===== config.mk =====
export PLATFORM = sky130hd
export DESIGN_NAME = seg_scan_driver
export DESIGN_NICKNAME = d
export VERILOG_FILES = /design/src/rtl/display_pkg.sv /design/src/rtl/seg_scan_timer.sv /design/src/rtl/seg_scan_driver.sv
export SDC_FILE = /design/constraint.sdc
export NUM_CORES = 1
export LEC_CHECK = 0
export CAP_MARGIN = 25
export CORE_MARGIN = 2
export CORE_UTILIZATION = 55
export CTS_CLUSTER_SIZE = 14
export DETAILED_ROUTE_END_ITERATION = 6
export GPL_TIMING_DRIVEN = 0
export PLACE_DENSITY = 0.9
export SLEW_MARGIN = 10
export SYNTH_ARGS = -nofsm -noshare
export SYNTH_HDL_FRONTEND = slang
export SYNTH_SLANG_ARGS = --single-unit

===== constraint.sdc =====
create_clock -name clk -period 2.95 [get_ports clk]
set_input_delay 0.885 -clock clk [delete_from_list [all_inputs] [get_ports clk]]
set_output_delay 0.885 -clock clk [all_outputs]
set_load 0.005 [all_outputs]

===== src/rtl/display_pkg.sv =====
// ============================================================================
// Module      : display_pkg
// Description : Shared types and constants for the 7-segment scan driver.
// Revision    : 1.0 - initial release
// ============================================================================
`default_nettype none

package display_pkg;

    typedef enum logic {
        BLANK = 1'b0,
        SHOW  = 1'b1
    } scan_state_t;

    localparam int         NUM_DIGITS = 4;
    localparam logic [3:0] AN_OFF     = 4'b1111;

    // Width of a counter that must reach max(a,b)-1; never narrower than 1 bit.
    function automatic int cnt_width(input int a, input int b);
        int m;
        m = (a > b) ? a : b;
        return (m <= 2) ? 1 : $clog2(m);
    endfunction

endpackage

`default_nettype wire


===== src/rtl/seg_scan_timer.sv =====
// ============================================================================
// Module      : seg_scan_timer
// Description : Up counter that restarts at zero after reaching last_i.
// Revision    : 1.0 - initial release
// ============================================================================
`default_nettype none

module seg_scan_timer #(
    parameter int WIDTH = 8
) (
    input  logic             clk,
    input  logic             reset,
    input  logic [WIDTH-1:0] last_i,
    output logic             tc_o
);

    logic [WIDTH-1:0] count_q;

    assign tc_o = (count_q == last_i);

    always_ff @(posedge clk) begin
        if (reset) begin
            count_q <= '0;
        end else if (tc_o) begin
            count_q <= '0;
        end else begin
            count_q <= count_q + 1'b1;
        end
    end

endmodule

`default_nettype wire


===== src/rtl/seg_scan_driver.sv =====
// ============================================================================
// Module      : seg_scan_driver
// Description : 4-digit common-anode 7-segment scan controller with blanking.
// Revision    : 1.0 - initial release
// ============================================================================
`default_nettype none

module seg_scan_driver
    import display_pkg::*;
#(
    parameter int REFRESH_DIV  = 100000,
    parameter int BLANK_CYCLES = 1000
) (
    input  logic        clk,
    input  logic        reset,
    input  logic        load,
    input  logic [15:0] digits_in,
    input  logic [3:0]  dp_in,
    input  logic        lz_blank_en,
    output logic [3:0]  digit_out,
    output logic [3:0]  an,
    output logic        dp,
    output logic        load_ack
);

    localparam int CNT_W = cnt_width(REFRESH_DIV, BLANK_CYCLES);

    scan_state_t state_q, state_d;
    logic [1:0]  idx_q, idx_d;
    logic [15:0] digits_q, digits_d;
    logic [3:0]  dpreg_q, dpreg_d;
    logic [3:0]  digit_out_d;
    logic [3:0]  an_d;
    logic        dp_d;
    logic        suppress;
    logic        tc;
    logic [CNT_W-1:0] last;

    assign last = (state_q == BLANK) ? CNT_W'(BLANK_CYCLES - 1)
                                     : CNT_W'(REFRESH_DIV - 1);

    seg_scan_timer #(
        .WIDTH (CNT_W)
    ) u_timer (
        .clk    (clk),
        .reset  (reset),
        .last_i (last),
        .tc_o   (tc)
    );

    // Outputs are derived from next-state values so they move with the FSM.
    always_comb begin
        state_d     = state_q;
        idx_d       = idx_q;
        digits_d    = load ? digits_in : digits_q;
        dpreg_d     = load ? dp_in : dpreg_q;
        digit_out_d = digit_out;
        an_d        = AN_OFF;
        dp_d        = 1'b1;
        suppress    = 1'b0;

        if (tc) begin
            if (state_q == BLANK) begin
                state_d = SHOW;
            end else begin
                state_d = BLANK;
                idx_d   = idx_q + 2'd1;
            end
        end

        if (state_d == SHOW) begin
            digit_out_d = digits_d[idx_d*4 +: 4];
            suppress    = lz_blank_en && (idx_d != 2'd0) &&
                          ((digits_d >> (idx_d * 4)) == 16'd0);
            if (!suppress) begin
                an_d[idx_d] = 1'b0;
                dp_d        = ~dpreg_d[idx_d];
            end
        end
    end

    always_ff @(posedge clk) begin
        if (reset) begin
            state_q   <= BLANK;
            idx_q     <= 2'd0;
            digits_q  <= 16'd0;
            dpreg_q   <= 4'd0;
            digit_out <= 4'd0;
            an        <= AN_OFF;
            dp        <= 1'b1;
            load_ack  <= 1'b0;
        end else begin
            state_q   <= state_d;
            idx_q     <= idx_d;
            digits_q  <= digits_d;
            dpreg_q   <= dpreg_d;
            digit_out <= digit_out_d;
            an        <= an_d;
            dp        <= dp_d;
            load_ack  <= load;
        end
    end

endmodule

`default_nettype wire


* Word level (Yosys, flattened, before mapping) *
Cells that the tools add are included.

storage, ports and cells
  register bits after elaboration = 50
  output and inout bits = 10

cells by class
  $add $sub $neg = 2
  $lt $le $gt $ge = 2
  equality and inequality tests = 1
  shift operators = 2
  mux-type cells = 11
  bitwise logic cells = 3
  reductions and logical operators = 7

operator list
  cell                                                                    number
  17-bit by 1-bit adder with 17-bit output (second input constant)        1
  17-bit equality test                                                    1
  17-bit two-way mux                                                      1
  16-bit logical NOT                                                      1
  16-bit two-way mux                                                      1
  16-bit by 5-bit variable part select with 4-bit output                  1
  16-bit by 4-bit >> shifter with 16-bit output                           1
  1-bit two-way mux                                                       4
  2-bit two-way mux                                                       2
  4-bit two-way mux                                                       1
  4-bit inverter                                                          1
  1-bit logical AND                                                       3
  2-bit by 3-bit < comparator with 1-bit output (second input constant)   1
  3-bit OR reduction                                                      1
  2-bit by 1-bit adder with 2-bit output (second input constant)          1
  1-bit binary-select mux with 2-bit select                               1
  1-bit demux with 2-bit select                                           1
  2-bit by 1-bit >= comparator with 1-bit output (second input constant)  1
  1-bit inverter                                                          2
  2-bit nonzero test                                                      1
  2-bit OR reduction                                                      1

* Logic depth before layout (Yosys ltp) *
Gate-level depths: netlist of the first run.

  depth in word-level cells = 8
  mapped depth = 10
  depth with buffers taken out = 7

* Cells and area by module *
Synthesis of the first run repeated with hierarchy kept, for this count alone.

second synthesis, totals
  cell total of the unflattened synthesis = 285
  area total of the unflattened synthesis = 2,636.3 um^2

modules (own cells, without submodules)
  module           instances  cells each  area an instance (um^2)  sequential area each (um^2)
  seg_scan_driver  1          182         1,722.9                  660.6
  seg_scan_timer   1          103         913.4                    340.3

* Worst setup path after synthesis of the first run *
No wires, ideal clock.

  path kind = input to register
  start point = in load
  end point = reg digit_out[3]
  data arrival time = 2.604 ns
  required time = 2.834 ns
  path slack = 0.230 ns
  stages = 8
  cells stage by stage = buf_1 -> buf_2 -> buf_1 -> mux2i_1 -> mux2i_1 -> nor2_1 -> a21oi_1 -> a31o_2

between the ends
  word-level cells in the longest chain between the ends = 2

RTL lines
  item                                                    line                   RTL
  start, declared                                         seg_scan_driver.sv:16  input logic load,
  16-bit two-way mux                                      seg_scan_driver.sv:55  digits_d = load ? digits_in : digits_q;
  16-bit by 5-bit variable part select with 4-bit output  seg_scan_driver.sv:72  digit_out_d = digits_d[idx_d*4 +: 4];
  end signal, assigned                                    seg_scan_driver.sv:97  digit_out <= digit_out_d;
  end, declared                                           seg_scan_driver.sv:20  output logic [3:0] digit_out,

Every way passes these cells.
A chain may end at the register's enable or synchronous reset.

* Final worst setup path of the first run *
  start point = reg state_q
  end point = reg an[1]

between the ends
  word-level cells in the longest chain between the ends = 8

RTL lines
  item                                                        line                   RTL
  start, declared                                             seg_scan_driver.sv:28  scan_state_t state_q, state_d;
  start signal, assigned                                      seg_scan_driver.sv:93  state_q <= state_d;
  branches (longest 8 deep; another with 17-bit two-way mux)  n/a
  end signal, assigned                                        seg_scan_driver.sv:98  an <= an_d;
  end, declared                                               seg_scan_driver.sv:21  output logic [3:0] an,

Parallel ways; which one is timed is not known.

==> flow_metrics.py, run 1 <==
metrics = {
    "power": {
        "vdd.ir_drop.worst_mv": 0.3004,
        "cellLeakagePower_nw": 1.155,
        "design_power_total_w": 0.001237,
        "power_per_cell_area_nw_per_um2": 401.8,
    },
    "detailed_routing": {
        "met3WireLength_um": 451,
        "finalWirelength_um": 6305,
        "route.detailed.vias_per_inst": 6.028,
        "wl_met1_um": 2600,
        "detailroute.via_count": 2375,
        "highest_layer": "met4",
        "detailedRoute.firstPassIterationCount": 5,
        "met2_wirelength_um": 3098,
        "drt_drc_violations_left": 0,
        "postRouteAntennaNets": 0,
        "drt-wirelength-per-cell_um": 16.00,
        "drt_iter0_drc": 291,
    },
    "die": {
        "chipWidth_um": 72.44,
        "die_y_um": 72.44,
        "initial_cell_density_of_the_core": 0.5797,
        "row_count": 24,
        "num_io_pins": 34,
        "standard_cell_core_area_um2": 4444,
        "dieArea_um2": 5248,
    },
    "timing": {
        "max_clock_freq_ghz": 0.3582,
        "finalCriticalPeriod_ns": 2.791,
        "timing.final.setup_violations": 0,
        "hold_violations": 0,
        "clock_skew_ns": 0.01022,
        "worst_slew_pin_slew_ns": 0.7175,
        "accumulated_negative_setup_slack_ns": 0,
        "final_critical_path_setup_slack_ns": 0.1586,
        "crit_share_post_route": 0.9462,
        "report.final.slew_viol_count": 0,
        "timing.slew.headroom": 0.5149,
        "unrepaired_setup_endpoints_after_global_routing": "true",
    },
    "worst_hold_path": {
        "worst_hold_path_type": "flip-flop to flip-flop",
        "worst_min_path_start": "u_timer.count_q[0]",
    },
    "cells_and_area": {
        "layout_commonest_cell": "sky130_fd_sc_hd__nor2_1",
        "flow.area_growth_from_synthesis_pct": 19.48,
        "layout.filler_cells": 363,
        "finalNetCount": 367,
        "finalInstanceArea_um2": 3078,
        "antenna-diode-count": 0,
        "drive_above_1_share": 0.08187,
        "layout.cells.non_filler": 394,
        "layout.cells.most_common_list": "57 x sky130_fd_sc_hd__nor2_1, 50 x sky130_fd_sc_hd__dfxtp_1, 32 x sky130_fd_sc_hd__clkdlybuf4s50_1, 23 x sky130_fd_sc_hd__mux2i_1, 20 x sky130_fd_sc_hd__nand2_1",
    },
    "global_route": {
        "grt_start_max_net_pins": 14,
        "antenna_found_initial": 0,
        "grtUsageTotal": 0.2478,
        "global_route_wire_length_before_repair_um": 10210,
        "grt_remaining_overflow": 0,
        "vias_in_the_first_global_route": 2191,
    },
    "clock_tree": {
        "clock_tree.buffer_depth": 2,
        "ctsRootBufferMaster": "sky130_fd_sc_hd__clkbuf_8",
        "post_cts_buffers": 0,
        "cts_max_level": 2,
        "postCtsHoldBufs": 0,
        "tritoncts": "built",
        "clk_pin_slew_worst_paths_ns": 0.08,
        "tritoncts.num_buffers": 5,
        "cts_sinks": 50,
        "worstSkewPairLatency_ns": 0.31,
    },
    "yosys": {
        "yosysWarnings": 0,
        "synth_area_per_cell_um2": 8.531,
        "ys_ff_latch": 50,
        "yosysUniqueCellTypes": 56,
        "synth_top_flop_cell": "sky130_fd_sc_hd__dfxtp_1",
        "syn_nets": 327,
        "syn_area_um2": 2576,
        "synthArstFlopShare": 0,
        "synthCells": 302,
        "yosysSeqAreaShare": 0.3885,
        "synth_edf_count": 0,
    },
    "worst_setup_path": {
        "worst_setup_path_startpoint": "state_q",
        "worst-path-max-fanout": 10,
        "worst_r2r_startpoint": "state_q",
        "end_kind": "flip-flop",
        "arrival_ns": 2.97,
        "timing.setup.critical_path_class": "flip-flop to flip-flop",
        "critPathRequiredTime_ns": 3.13,
        "sort_of_element_at_the_start_of_the_critical_path": "flip-flop",
    },
    "placed_design": {
        "hpwl_um": 4635,
        "place_area_um2": 2972,
        "placedCellCount": 387,
        "placement.io_buffers": 33,
        "gp_congestion": 0.9433,
        "post-place-ws_ns": -0.9787,
    },
    "job": {
        "max_cap_viol_count": 0,
    },
    "status": {
        "status": "completed",
    },
}
==> critical path, stage by stage, from the launching register on <==
cell	delay, ns
sky130_fd_sc_hd__dfxtp_1	0.31
sky130_fd_sc_hd__buf_4	0.16
sky130_fd_sc_hd__nor4b_4	0.24
sky130_fd_sc_hd__o2111ai_2	0.24
sky130_fd_sc_hd__or4_1	0.58
sky130_fd_sc_hd__buf_6	0.17
sky130_fd_sc_hd__a311o_1	0.32
sky130_fd_sc_hd__o211ai_2	0.11
sky130_fd_sc_hd__a221oi_2	0.08
sky130_fd_sc_hd__or4b_1	0.47
==> stage by stage <==
| step | util | hold slack [ns] |
|---|---|---|
| after global placement | 0.6686 | 0.4302 |
| after CTS | 0.6886 | 0.4729 |
| after floorplan | - | 0.4175 |
| final | 0.6926 | 0.4637 |
| after detailed placement | 0.6686 | 0.4609 |
| after global routing | 0.6926 | 0.4973 |
==> metal layers <==
layer / up-vias / global-route usage
li1: 1160 / -
met1: 1096 / 0.2988
met4: 0 / 0.09877
met5: - / 0
met2: 101 / 0.4343
met3: 18 / 0.04722
==> final timing paths <==
check / cells past startpoint / slack, ns / endpoint
setup reg to reg: 9 / 0.16 / an[1]
hold / removal: 1 / 0.46 / u_timer.count_q[0]
setup / recovery: 9 / 0.16 / an[1]
hold reg to reg: 1 / 0.46 / u_timer.count_q[0]
==> logic make-up (layout without fill, tap and decap cells) <==
logic type,after synthesis,in the layout,share of synthesized area
flip-flops,50,50,0.3885
AND/OR/NAND/NOR,127,127,0.2414
AO/OA/AOI/OAI,57,57,0.1608
buffers and inverters,23,63,0.03982
multiplexers,27,27,0.1068
adder cells (fa/ha/maj),1,1,0.004856
XOR/XNOR,17,17,0.05780
==> Yosys cell counts, types with 3 or more instances <==
cell type                  instances  area [um^2]
sky130_fd_sc_hd__and3_1            4        25.02
sky130_fd_sc_hd__mux2_2            4        45.04
sky130_fd_sc_hd__nor3_1            9        45.04
sky130_fd_sc_hd__buf_1             3        11.26
sky130_fd_sc_hd__buf_2             4        20.02
sky130_fd_sc_hd__inv_1             3        11.26
sky130_fd_sc_hd__nand3_1          14        70.07
sky130_fd_sc_hd__a211oi_1          5        37.54
sky130_fd_sc_hd__o21ai_0          14        70.07
sky130_fd_sc_hd__xnor2_1           9        78.83
sky130_fd_sc_hd__nor2_1           57        214.0
sky130_fd_sc_hd__or4_1             3        22.52
sky130_fd_sc_hd__clkbuf_1          9        33.78
sky130_fd_sc_hd__or3_1             3        18.77
sky130_fd_sc_hd__dfxtp_1          50         1001
sky130_fd_sc_hd__a31oi_1           6        37.54
sky130_fd_sc_hd__xor2_1            8        70.07
sky130_fd_sc_hd__nand2_1          20        75.07
sky130_fd_sc_hd__nand4_1           3        18.77
sky130_fd_sc_hd__mux2i_1          23        230.2
sky130_fd_sc_hd__o31ai_1           8        60.06
==> flip-flops by register name (all words and copies together), names as in the netlist <==
register         count
an                   4
dpreg_q              4
load_ack             1
digit_out            4
state_q              1
u_timer.count_q     17
dp                   1
idx_q                2
digits_q            16
==> timing repair <==
item / in CTS / in global routing
pin swaps: 0 / 2
gates resized for setup: 6 / 3
gates cloned: 0 / 0
endpoints found under the setup margin: 11 / 6
==> final cells by class <==
| class | count | area [um^2] | area share |
|---|---|---|---|
| clock buffer | 7 | 76.32 | 0.02480 |
| buffer | 18 | 91.34 | 0.02967 |
| timing repair buffer | 33 | 329.1 | 0.1069 |
| multi-input combinational | 229 | 1496 | 0.4862 |
| sequential | 50 | 1001 | 0.3252 |
| inverter | 5 | 18.77 | 0.006098 |
| tap | 52 | 65.06 | 0.02114 |
==> power breakdown <==
part / total (W) / switching, W / internal [W]
clock: 0.000382 / 0.000218 / 0.000164
sequential: 0.000706 / 0.0000112 / 0.000695
combinational: 0.000149 / 0.0000762 / 0.0000726
(Power assumes the default switching activity.)
==> run 2, diff against run 1 <==
--- a/config.mk
+++ b/config.mk
@@ -6,7 +6,6 @@
 export NUM_CORES = 1
 export LEC_CHECK = 0
 export CAP_MARGIN = 25
-export CORE_MARGIN = 2
 export CORE_UTILIZATION = 55
 export CTS_CLUSTER_SIZE = 14
 export DETAILED_ROUTE_END_ITERATION = 6
==> flow_metrics.py, run 2 (synthesis gave the netlist of run 1 again) <==
metrics = {
    "job": {
        "max_cap_viol_count": 0,
    },
    "power": {
        "switchingPower_w": 0.0003043,
        "power.clock.fraction": 0.347,
        "vdd.ir_drop.worst_mv": 0.2659,
        "cellLeakagePower_nw": 1.190,
        "sw_frac_of_total": 0.2329,
        "power.internal_w": 0.001002,
        "power_per_cell_area_nw_per_um2": 419.8,
        "combPwrFrac": 0.112,
        "share_seq_of_total_power": 0.541,
    },
    "worst_hold_path": {
        "hold_path_end": "u_timer.count_q[0]",
        "worst_min_path_start": "u_timer.count_q[0]",
        "hold_path_depth": 1,
        "worst_hold_path_type": "flip-flop to flip-flop",
    },
    "timing": {
        "report.final.slew_viol_count": 0,
        "final_critical_path_setup_slack_ns": 0.02478,
        "crit_share_post_route": 0.9916,
        "timing.slew.headroom": 0.6213,
        "hold_violations": 0,
        "max_clock_freq_ghz": 0.3419,
        "worst_slew_pin_slew_ns": 0.5523,
        "finalHoldWorstSlack_ns": 0.4468,
        "finalCriticalPeriod_ns": 2.925,
        "clock_skew_ns": 0.009829,
        "timing.final.setup_violations": 0,
    },
    "cells_and_area": {
        "layout.cells.non_filler": 395,
        "largest_register_ff_count": 17,
        "finalNetCount": 367,
        "flow.area_growth_from_synthesis_pct": 20.84,
        "drive_above_1_share": 0.09329,
        "registers_with_the_most_flip_flops": "u_timer.count_q: 17 flops, digits_q: 16 flops",
        "layout_commonest_cell": "sky130_fd_sc_hd__nor2_1",
        "finalInstanceArea_um2": 3113,
        "regMostFlops": "u_timer.count_q",
        "antenna-diode-count": 0,
        "layout.cells.most_common_list": "57 x sky130_fd_sc_hd__nor2_1, 50 x sky130_fd_sc_hd__dfxtp_1, 32 x sky130_fd_sc_hd__clkdlybuf4s50_1, 23 x sky130_fd_sc_hd__mux2i_1, 20 x sky130_fd_sc_hd__nand2_1",
    },
    "global_route": {
        "grt_remaining_overflow": 0,
        "grt_start_max_net_pins": 15,
        "vias_in_the_first_global_route": 2357,
        "antenna_found_initial": 0,
        "global_route_wire_length_before_repair_um": 11160,
        "grtUsageTotal": 0.2820,
    },
    "clock_tree": {
        "worstSkewPairLatency_ns": 0.30,
        "ctsRootBufferMaster": "sky130_fd_sc_hd__clkbuf_8",
        "postCtsHoldBufs": 0,
        "cts_sinks": 50,
        "clk_pin_slew_worst_paths_ns": 0.09,
        "clock_tree.buffer_depth": 2,
        "tritoncts": "built",
        "cts_max_level": 2,
        "tritoncts.num_buffers": 5,
    },
    "placed_design": {
        "placement.io_buffers": 33,
        "hpwl_um": 4654,
        "placedCellCount": 387,
        "post-place-ws_ns": -0.8928,
        "place_area_um2": 2972,
        "gp_congestion": 0.9602,
    },
    "worst_setup_path": {
        "critical_path.n_buffers_inverters": 1,
        "worst-path-max-fanout": 3,
        "worstPathCellList": "clkdlybuf4s50_1 -> or4b_2 -> o22ai_2 -> nand4_1 -> nand3_1 -> o31ai_1 -> a221oi_2 -> or4b_1",
        "critPathRequiredTime_ns": 3.19,
        "worst_path_largest_cell_delay_ns": 0.70,
        "r2r-end": "an[1]",
        "arrival_ns": 3.17,
        "worstRegToRegCells": 8,
        "timing.setup.critical_path_class": "input pin to flip-flop",
        "sort_of_element_at_the_start_of_the_critical_path": "input pin",
        "ff2ff_setup_slack_ns": 0.07,
        "worst_r2r_startpoint": "u_timer.count_q[10]",
        "timing.critical_path.max_delay_family": "simple AND/OR/NAND/NOR gates",
        "worst_path_max_delay_cell": "sky130_fd_sc_hd__or4b_2",
        "end_kind": "flip-flop",
    },
    "die": {
        "num_io_pins": 34,
        "row_count": 24,
        "initial_cell_density_of_the_core": 0.5836,
        "chipWidth_um": 70.44,
        "standard_cell_core_area_um2": 4414,
        "dieArea_um2": 4962,
        "die_y_um": 70.44,
    },
    "detailed_routing": {
        "postRouteAntennaNets": 0,
        "drt-wirelength-per-cell_um": 16.71,
        "drt_iter0_drc": 300,
        "detailedRoute.firstPassIterationCount": 7,
        "finalWirelength_um": 6599,
        "detailroute.via_count": 2513,
        "route.detailed.vias_per_inst": 6.362,
        "drt_drc_violations_left": 0,
    },
    "status": {
        "status": "completed",
    },
}
==> run 2: how the worst max path moves through the flow <==
stage,cells past startpoint,startpoint,end
after floorplan,8,load,digit_out[3]
after global placement,9,load,digit_out[3]
after detailed placement,8,load,dp
after CTS,8,digits_in[5],an[1]
after global routing,8,u_timer.count_q[10],an[1]
final,8,digits_in[5],an[1]
==> run 2: final cells by class <==
cell class,instances,area [um^2]
Fill cell,344,1301
Tap cell,52,65.06
Timing Repair Buffer,33,329.1
Sequential cell,50,1001
Buffer,18,88.84
Multi-Input combinational cell,229,1500
Inverter,5,18.77
Clock buffer,8,110.1
==> run 2: what timing repair did <==
item,CTS,global route
endpoints found under the setup margin,11,7
gates resized for setup,4,4
pin swaps,0,1
buffers inserted,0,0
==> run 2: layer usage <==
layer / up-vias / routed length [um] / global-route usage
met5: - / 0 / 0
met4: 0 / 142 / 0.1156
met3: 21 / 494 / 0.04762
met2: 139 / 3227 / 0.4677
met1: 1183 / 2734 / 0.3607
li1: 1170 / - / -
==> run 2: worst register-to-register path, stage by stage (launching register included) <==
cell	delay, ns
sky130_fd_sc_hd__dfxtp_1	0.39
sky130_fd_sc_hd__nor4b_4	0.34
sky130_fd_sc_hd__o2111ai_2	0.26
sky130_fd_sc_hd__or4_1	0.57
sky130_fd_sc_hd__buf_6	0.17
sky130_fd_sc_hd__a311o_1	0.32
sky130_fd_sc_hd__o211ai_2	0.12
sky130_fd_sc_hd__a221oi_2	0.07
sky130_fd_sc_hd__or4b_1	0.49
==> run 2: power by group through the flow <==
stage                     clock network, W  registers [W]  logic (W)
after global placement                   0       0.000721   0.000137
after floorplan                          0       0.000719  0.0000821
after CTS                         0.000459       0.000706   0.000143
final                             0.000453       0.000707   0.000147
after detailed placement                 0       0.000722   0.000142
after global routing              0.000486       0.000709   0.000159
==> run 2: stage by stage <==
stage	power, W	setup TNS [ns]	util
after floorplan	0.0008010	0	-
after global placement	0.0008579	-6.463	0.6732
after detailed placement	0.0008637	-7.101	0.6732
after CTS	0.001309	0	0.6990
after global routing	0.001355	-0.002907	0.7052
final	0.001307	0	0.7052
